## config.mk

```make
export PLATFORM = sky130hd
export DESIGN_NAME = shift_cmd_queue
export DESIGN_NICKNAME = d
export VERILOG_FILES = /design/src/rtl/shift_cmd_queue.sv
export SDC_FILE = /design/constraint.sdc
export NUM_CORES = 1
export LEC_CHECK = 0
export CORE_MARGIN = 1.5
export CORE_UTILIZATION = 39
export DETAILED_ROUTE_END_ITERATION = 12
export GPL_TIMING_DRIVEN = 1
export PLACE_DENSITY = 0.61
export SYNTH_ARGS = -nofsm -noshare
export SYNTH_HDL_FRONTEND = slang
export SYNTH_SLANG_ARGS = --single-unit
```

## constraint.sdc

```tcl
create_clock -name clk -period 2.65 [get_ports clk]
set_input_delay 0.265 -clock clk [delete_from_list [all_inputs] [get_ports clk]]
set_output_delay 0.265 -clock clk [all_outputs]
set_load 0.05 [all_outputs]
```

## src/rtl/shift_cmd_queue.sv

```systemverilog
// Command FIFO and issue stage in front of the variable shifter.
// Zero-shift commands are consumed as bubbles and never pulse en.
module shift_cmd_queue #(
  parameter int DEPTH = 4,
  parameter int WIDTH = 32,
  parameter int SHW   = 5
) (
  input  logic                     clk,
  input  logic                     clr,
  input  logic                     s_valid,
  output logic                     s_ready,
  input  logic                     s_dir,
  input  logic [SHW-1:0]           s_shift,
  input  logic [WIDTH-1:0]         s_data,
  input  logic                     pause,
  output logic                     en,
  output logic                     dir,
  output logic [SHW-1:0]           shift,
  output logic [WIDTH-1:0]         data,
  output logic [$clog2(DEPTH):0]   level,
  output logic                     idle
);
  localparam int AW = $clog2(DEPTH);
  localparam int LW = AW + 1;

  typedef struct packed {
    logic             dir;
    logic [SHW-1:0]   shift;
    logic [WIDTH-1:0] data;
  } cmd_t;

  cmd_t          mem [DEPTH];
  cmd_t          head;
  logic [AW-1:0] wp, rp;
  logic          push, pop;

  // No bypass in either direction: s_ready ignores a same-cycle pop.
  assign s_ready = !clr && (level < LW'(DEPTH));
  assign push    = s_valid && s_ready;
  assign pop     = !pause && (level != '0);
  assign head    = mem[rp];
  assign idle    = (level == '0) && !en;

  always_ff @(posedge clk) begin
    if (push) mem[wp] <= '{dir: s_dir, shift: s_shift, data: s_data};
  end

  always_ff @(posedge clk) begin
    if (clr) begin
      wp    <= '0;
      rp    <= '0;
      level <= '0;
      en    <= 1'b0;
      dir   <= 1'b0;
      shift <= '0;
      data  <= '0;
    end else begin
      // Pointers are AW bits wide, so wrap modulo DEPTH is implicit.
      if (push) wp <= wp + 1'b1;
      level <= level + LW'(push) - LW'(pop);
      if (pop) begin
        rp    <= rp + 1'b1;
        dir   <= head.dir;
        shift <= head.shift;
        data  <= head.data;
        en    <= (head.shift != '0);
      end else begin
        en    <= 1'b0;
      end
    end
  end
endmodule

```

==> flow_metrics.tcl, run 1 <==
set metrics [dict create \
    postCtsSetupRepairBufs 0 \
    boundaryPins 86 \
    worst_hold_path.endpoint "level[1]" \
    post_cts_hold_buffer_count 0 \
    worst-setup-path-type "reg2out" \
    worstHoldStart "clr" \
    placed_cells_incl_taps 730 \
    cts_buffer_depth 2 \
    grt.overflow.total 0 \
    critical-path-top-delay-family "simple AND/OR/NAND/NOR gates" \
    viasPerCell 5.23 \
    yosys.area_share.adder 0.0111 \
    clkTransAtPathRegs_ns 0.07 \
    ir_worst_vdd_uv 526 \
    h_tree_levels 4 \
    synth_common_cells "sky130_fd_sc_hd__edfxtp_1, sky130_fd_sc_hd__dfxtp_1, sky130_fd_sc_hd__a21oi_1" \
    final_setup_viols 0 \
    worstPathMaxFanout 19 \
    hold_viol 0 \
    syn2layout_area_growth_pct 24.8 \
    synthesis.instances 427 \
    clk-insertion-delay-late_ns 0.42 \
    grt_usage 0.159 \
    critical_path_required_ns 2.38 \
    cts_tree "done" \
    final_nets 563 \
    die_height_microns 141 \
    placeableCoreArea_sq_mm 0.0187 \
    synth_xor_xnor_area_share 0.00354 \
    timing.reg2reg.worst_path_depth 9 \
    leakagePower_nw 2.95 \
    timing.slew.headroom 0.602 \
    clock_sinks 200 \
    hold-path-cell-count 2 \
    place_congestion 0.688 \
    route.antenna.remaining_nets 0 \
    total_negative_slack_for_setup_checks_ns 0 \
    arrival_ns 1.96 \
    worstPathBufferInverterCount 1 \
    ys.warnings.count 0 \
    cts_resized 0 \
    post-synth-top-count-cell "sky130_fd_sc_hd__edfxtp_1" \
    post_synth_main_area_contributors "sky130_fd_sc_hd__edfxtp_1, sky130_fd_sc_hd__dfxtp_1, sky130_fd_sc_hd__mux4_2" \
    cts_inserted_buffers 17 \
    worst-slew-pin-transition_ns 0.596 \
    synth.area.mux_share 0.117 \
    postSynthAreaPerCell_sq_um 17.4 \
    reg2reg_to "level[2]" \
    hold_class "in2reg" \
    detailroute.via_count 3982 \
    regToRegStartpoint "level[2]" \
    slowest_stage "sky130_fd_sc_hd__or3_2" \
    crit_path_start_kind "register" \
    synth_top_family_by_area "multiplexers" \
    cts_root_buffer_type "sky130_fd_sc_hd__clkbuf_16" \
    cell_taking_the_most_area_after_synthesis "sky130_fd_sc_hd__edfxtp_1" \
    synth.ff_latch_count 200 \
    mapped_cell_area_sq_mm 0.00743 \
    synth-main-ff-cell "sky130_fd_sc_hd__edfxtp_1" \
    worst_clock_skew_ns 0.00818 \
    port_buffers 85 \
    maximum_number_of_pins_on_one_net_before_global_route_repair 48 \
    post-route-min-period_ns 2.23 \
    number_of_synthesized_flops_with_an_enable_pin 152 \
    first_global_vias 4136 \
    drv_slew 0 \
    synth_cell_type_count 27 \
    placement_rows 50 \
    synthArstFlopShare 0 \
    power.density_mw_per_mm2 988 \
    initial_utilization 0.397 \
    worstPathCellList "or3_2 > nor2_1 > buf_12" \
    layout_worst_path_cycle_share 0.840 \
    dpl.hpwl_microns 8870 \
    synth_compound_area_frac 0.0593 \
    crit_path_end_kind "output pin" \
    reg2reg_slack_ns 0.64 \
    drt_pass1_iterations 4 \
    critical_path.max_stage_delay_ns 0.72 \
    maxClockFrequency_mhz 449 \
    synth_seq_area_share 0.744 \
    floorplan.die_area_sq_mm 0.0199 \
    layoutNonFillerInstCount 762 \
    antennaDiodeCount 0 \
    grt_setup_unrepaired "no" \
    mean_routed_wirelength_per_cell_microns 19.1 \
    grt_pass1_wl_microns 23200 \
    layout-drive-gt1-share 0.180 \
    cap_violations 0 \
    postSynthNetCount 475 \
    drc_errors 0 \
    dr.first_iter.drc_count 261 \
    detail_route.wirelength_microns 14600 \
    synth_area_in_simple_gates 0.0413 \
    antenna_found_initial 0 \
    outcome "complete, no violations" \
    synthDominantCellAreaShare 0.614 \
    die-width_microns 141 \
]
worst max-delay path by stage:
stage                        start   endpoint  cells past startpoint  slack (ns)
after floorplan           level[2]  mem[1][0]                      2        0.31
after global placement     s_valid   level[2]                     10        0.49
after detailed placement   s_valid   level[2]                     10        0.44
after CTS                 level[1]       idle                      3        0.39
after global routing      level[1]       idle                      3        0.34
final                     level[1]       idle                      3        0.42
where the power goes:
part / internal (W) / total (W) / switching [W]
logic: 0.000969 / 0.00253 / 0.00156
clock network: 0.00167 / 0.00279 / 0.00112
registers: 0.00366 / 0.00384 / 0.000180
total: 0.00631 / 0.00916 / 0.00285
stage by stage:
stage           util  hold WS [ns]  power (W)  area, sq um  setup WS [ns]
6_report       0.496        0.0823    0.00916         9270          0.424
5_1_grt        0.496        0.0885    0.00956         9270          0.343
4_1_cts        0.496        0.0722    0.00926         9270          0.390
3_5_place_dp   0.460         0.467    0.00648         8610          0.440
3_3_place_gp   0.460         0.464    0.00643         8610          0.490
2_1_floorplan      -         0.364    0.00562         7430          0.307
sequential cells by signal (all words and copies together), names as in the netlist, named ones only:
register and flops:
mem 152, shift 5, wp 2, level 3, rp 2, data 32
dir 1, en 1
per-layer routing:
metal / global-route usage / share of wire / vias up
met4: 0.0669 / 0.0069 / 0
met2: 0.264 / 0.51 / 111
met5: 0 / 0 / -
met1: 0.204 / 0.43 / 2009
met3: 0.0336 / 0.054 / 7
li1: - / - / 1855
area by class of cell:
cell class / instances / area (sq um)
flip-flops and latches: 200 / 5530
multi-input cells: 190 / 1740
clock buffers: 20 / 467
fillers: 1531 / 9440
clock inverters: 12 / 190
inverters: 5 / 18.8
repair buffers: 101 / 1030
well taps: 234 / 293
cells in the final DEF (no fill, tap or decap), drive strengths merged:
master | Yosys | final
edfxtp | 152 | 152
clkdlybuf4s50 | 0 | 82
dfxtp | 48 | 48
a21oi | 42 | 42
o21ai | 40 | 40
nand3 | 39 | 39
mux4 | 38 | 38
clkbuf | 19 | 20
buf | 13 | 19
inv | 5 | 7
nor2 | 5 | 5
ha | 5 | 5
and2 | 4 | 4
clkinv | 0 | 4
bufinv | 0 | 4
xnor2 | 3 | 3
nand2 | 2 | 2
o31ai | 2 | 2
nor2b | 2 | 2
clkinvlp | 0 | 2
nor3 | 2 | 2
or3 | 2 | 2
nor3b | 1 | 1
or4 | 1 | 1
a2111oi | 1 | 1
fa | 1 | 1
logic make-up after synthesis:
group                      after synthesis
DFF                                    200
buffers and inverters                   37
muxes                                   38
adders and majority gates                6
AOI/OAI and AO/OA                       85
and+or+nand+nor                         58
xor gates and xnor gates                 3
(Power assumes the default switching activity.)
==> inputs of run 2 (changes only) <==
clock period = 2.25 ns   (was 2.65 ns; I/O delays follow)
==> run 2 against run 1 <==
  * Non-clock buffer count up 4
  * First-iteration DRC count down 9.6%
  * Highest routed layer unchanged
  * Largest cell class unchanged
  * Clock power up 14%
  * Worst hold slack better by 0.20 ns
==> flow_metrics.tcl, run 2 (synthesized netlist as in run 1, its figures left out) <==
set metrics [dict create \
    slowest_stage "sky130_fd_sc_hd__or3_2" \
    largest-register "mem" \
    timing.slew.headroom 0.622 \
    crit_path_start_kind "register" \
    worstPathMaxFanout 15 \
    top_regs "mem: 152 flops, data: 32 flops, shift: 5 flops" \
    leakagePower_nw 2.95 \
    regToRegStartpoint "level[2]" \
    postCtsSetupRepairBufs 0 \
    first_global_vias 4296 \
    power.density_mw_per_mm2 1160 \
    detail_route.wirelength_microns 14800 \
    cts_buffer_depth 2 \
    fill_cells 1542 \
    maxClockFrequency_mhz 477 \
    p_int_w 0.00738 \
    critical-path-top-delay-family "simple AND/OR/NAND/NOR gates" \
    placeableCoreArea_sq_mm 0.0187 \
    maximum_number_of_pins_on_one_net_before_global_route_repair 49 \
    multi_input_comb_area_sq_mm 0.00174 \
    post_cts_hold_buffer_count 0 \
    layout-drive-gt1-share 0.186 \
    cts_inserted_buffers 17 \
    worst-setup-path-type "reg2out" \
    layout.cells.most_common_list "sky130_fd_sc_hd__edfxtp_1, sky130_fd_sc_hd__clkdlybuf4s50_1, sky130_fd_sc_hd__dfxtp_1" \
    grt_setup_unrepaired "no" \
    timing.reg2reg.worst_path_depth 8 \
    clkTransAtPathRegs_ns 0.06 \
    dr.first_iter.drc_count 236 \
    h_tree_levels 4 \
    detailroute.via_count 4025 \
    ir_worst_vdd_uv 650 \
    clock_sinks 200 \
    cts_resized 0 \
    layoutNonFillerInstCount 767 \
    die_height_microns 141 \
    boundaryPins 86 \
    outcome "complete, no violations" \
    cap_violations 0 \
    clock_power_share 0.297 \
    antenna_found_initial 2 \
    most_common_cell_after_layout_fill_and_taps_aside "sky130_fd_sc_hd__edfxtp_1" \
    route.antenna.remaining_nets 0 \
    clk-insertion-delay-late_ns 0.44 \
    critical_path_required_ns 2.03 \
    arrival_ns 1.87 \
    worstPathCellList "or3_2 > nor2_1 > buf_12" \
    power_frac_seq 0.421 \
    place_congestion 0.728 \
    drt_pass1_iterations 4 \
    final_nets 567 \
    drv_slew 0 \
    initial_utilization 0.397 \
    placed_cells_incl_taps 734 \
    grt.overflow.total 0 \
    hold_class "in2reg" \
    worstPathBufferInverterCount 1 \
    post-route-min-period_ns 2.10 \
    reg2reg_to "level[2]" \
    placement_rows 50 \
    mean_routed_wirelength_per_cell_microns 19.3 \
    critical_path.max_stage_delay_ns 0.67 \
    cts_root_buffer_type "sky130_fd_sc_hd__clkbuf_16" \
    switching_share 0.312 \
    worst_clock_skew_ns 0.00909 \
    viasPerCell 5.25 \
    layout_worst_path_cycle_share 0.932 \
    drc_errors 0 \
    p_sw_w 0.00335 \
    worst-slew-pin-transition_ns 0.567 \
    floorplan.die_area_sq_mm 0.0199 \
    timing.critical_path.from "level[1]" \
    ff_latch_area_sq_mm 0.00553 \
    syn2layout_area_growth_pct 25.0 \
    total_negative_slack_for_setup_checks_ns 0 \
    port_buffers 85 \
    timing.critical_path.to "idle" \
    crit_path_end_kind "output pin" \
    cts_tree "done" \
    max_ffs_per_register 152 \
    grt_usage 0.159 \
    die-width_microns 141 \
    final_setup_viols 0 \
    grt_pass1_wl_microns 23400 \
    dpl.hpwl_microns 9280 \
    power_frac_comb 0.282 \
    reg2reg_slack_ns 0.38 \
    cp.depth 3 \
    hold_viol 0 \
]
-- run 2: area by class of cell --
| cell class | instances | share of cell area |
|---|---|---|
| antenna | 1 | 0.000270 |
| inverter | 5 | 0.00202 |
| sequential | 200 | 0.596 |
| clock buffer | 20 | 0.0481 |
| tap | 234 | 0.0315 |
| timing repair buffer | 105 | 0.116 |
| clock inverter | 12 | 0.0190 |
| multi-input combinational | 190 | 0.187 |
-- run 2: how the worst min path moves through the flow --
stage,to,slack (ns),depth (start not counted),startpoint
finish,wp[1],0.28,5,clr
global route,wp[1],0.31,5,clr
CTS,wp[1],0.26,5,clr
detailed placement,shift[3],0.47,2,shift[3]
global placement,dir,0.46,2,dir
floorplan,mem[0][0],0.32,0,s_data[0]
-- run 2: stage by stage --
stage	cell area (sq um)	hold WS, ns	total power (W)	setup WS, ns	util
6_report	9280	0.281	0.0107	0.153	0.496
5_1_grt	9280	0.306	0.0112	0.0894	0.496
3_5_place_dp	8660	0.469	0.00767	0.0920	0.463
2_1_floorplan	7440	0.324	0.00662	0.0150	-
4_1_cts	9280	0.259	0.0108	0.114	0.496
3_3_place_gp	8660	0.464	0.00762	0.105	0.463
-- run 2: power groups by stage --
stage / clock [W] / combinational (W) / sequential [W]
after floorplan: 0 / 0.00142 / 0.00520
after global placement: 0 / 0.00303 / 0.00458
after detailed placement: 0 / 0.00307 / 0.00460
after CTS: 0.00325 / 0.00308 / 0.00452
after global routing: 0.00338 / 0.00324 / 0.00456
final: 0.00319 / 0.00303 / 0.00451
-- run 2: per-layer routing --
metal | track usage | vias up | routed length, microns
met2 | 0.272 | 76 | 7590
met1 | 0.191 | 2072 | 6420
met3 | 0.0421 | 20 | 538
met5 | 0 | - | 0
li1 | - | 1857 | -
met4 | 0.0636 | 0 | 294
-- run 2: worst reg2reg max path, delay by kind of cell (launching register included) --
family	cells	cell delay (ns)
xor gates and xnor gates	2	0.30
adders and majority gates	2	0.56
DFF	1	0.36
and+or+nand+nor	4	0.51
==> inputs of run 3 (changes only) <==
CTS_CLUSTER_SIZE = 8   (was unset)
==> results of run 3 <==
No change in the layout: final DEF, timing and power equal those of run 2.
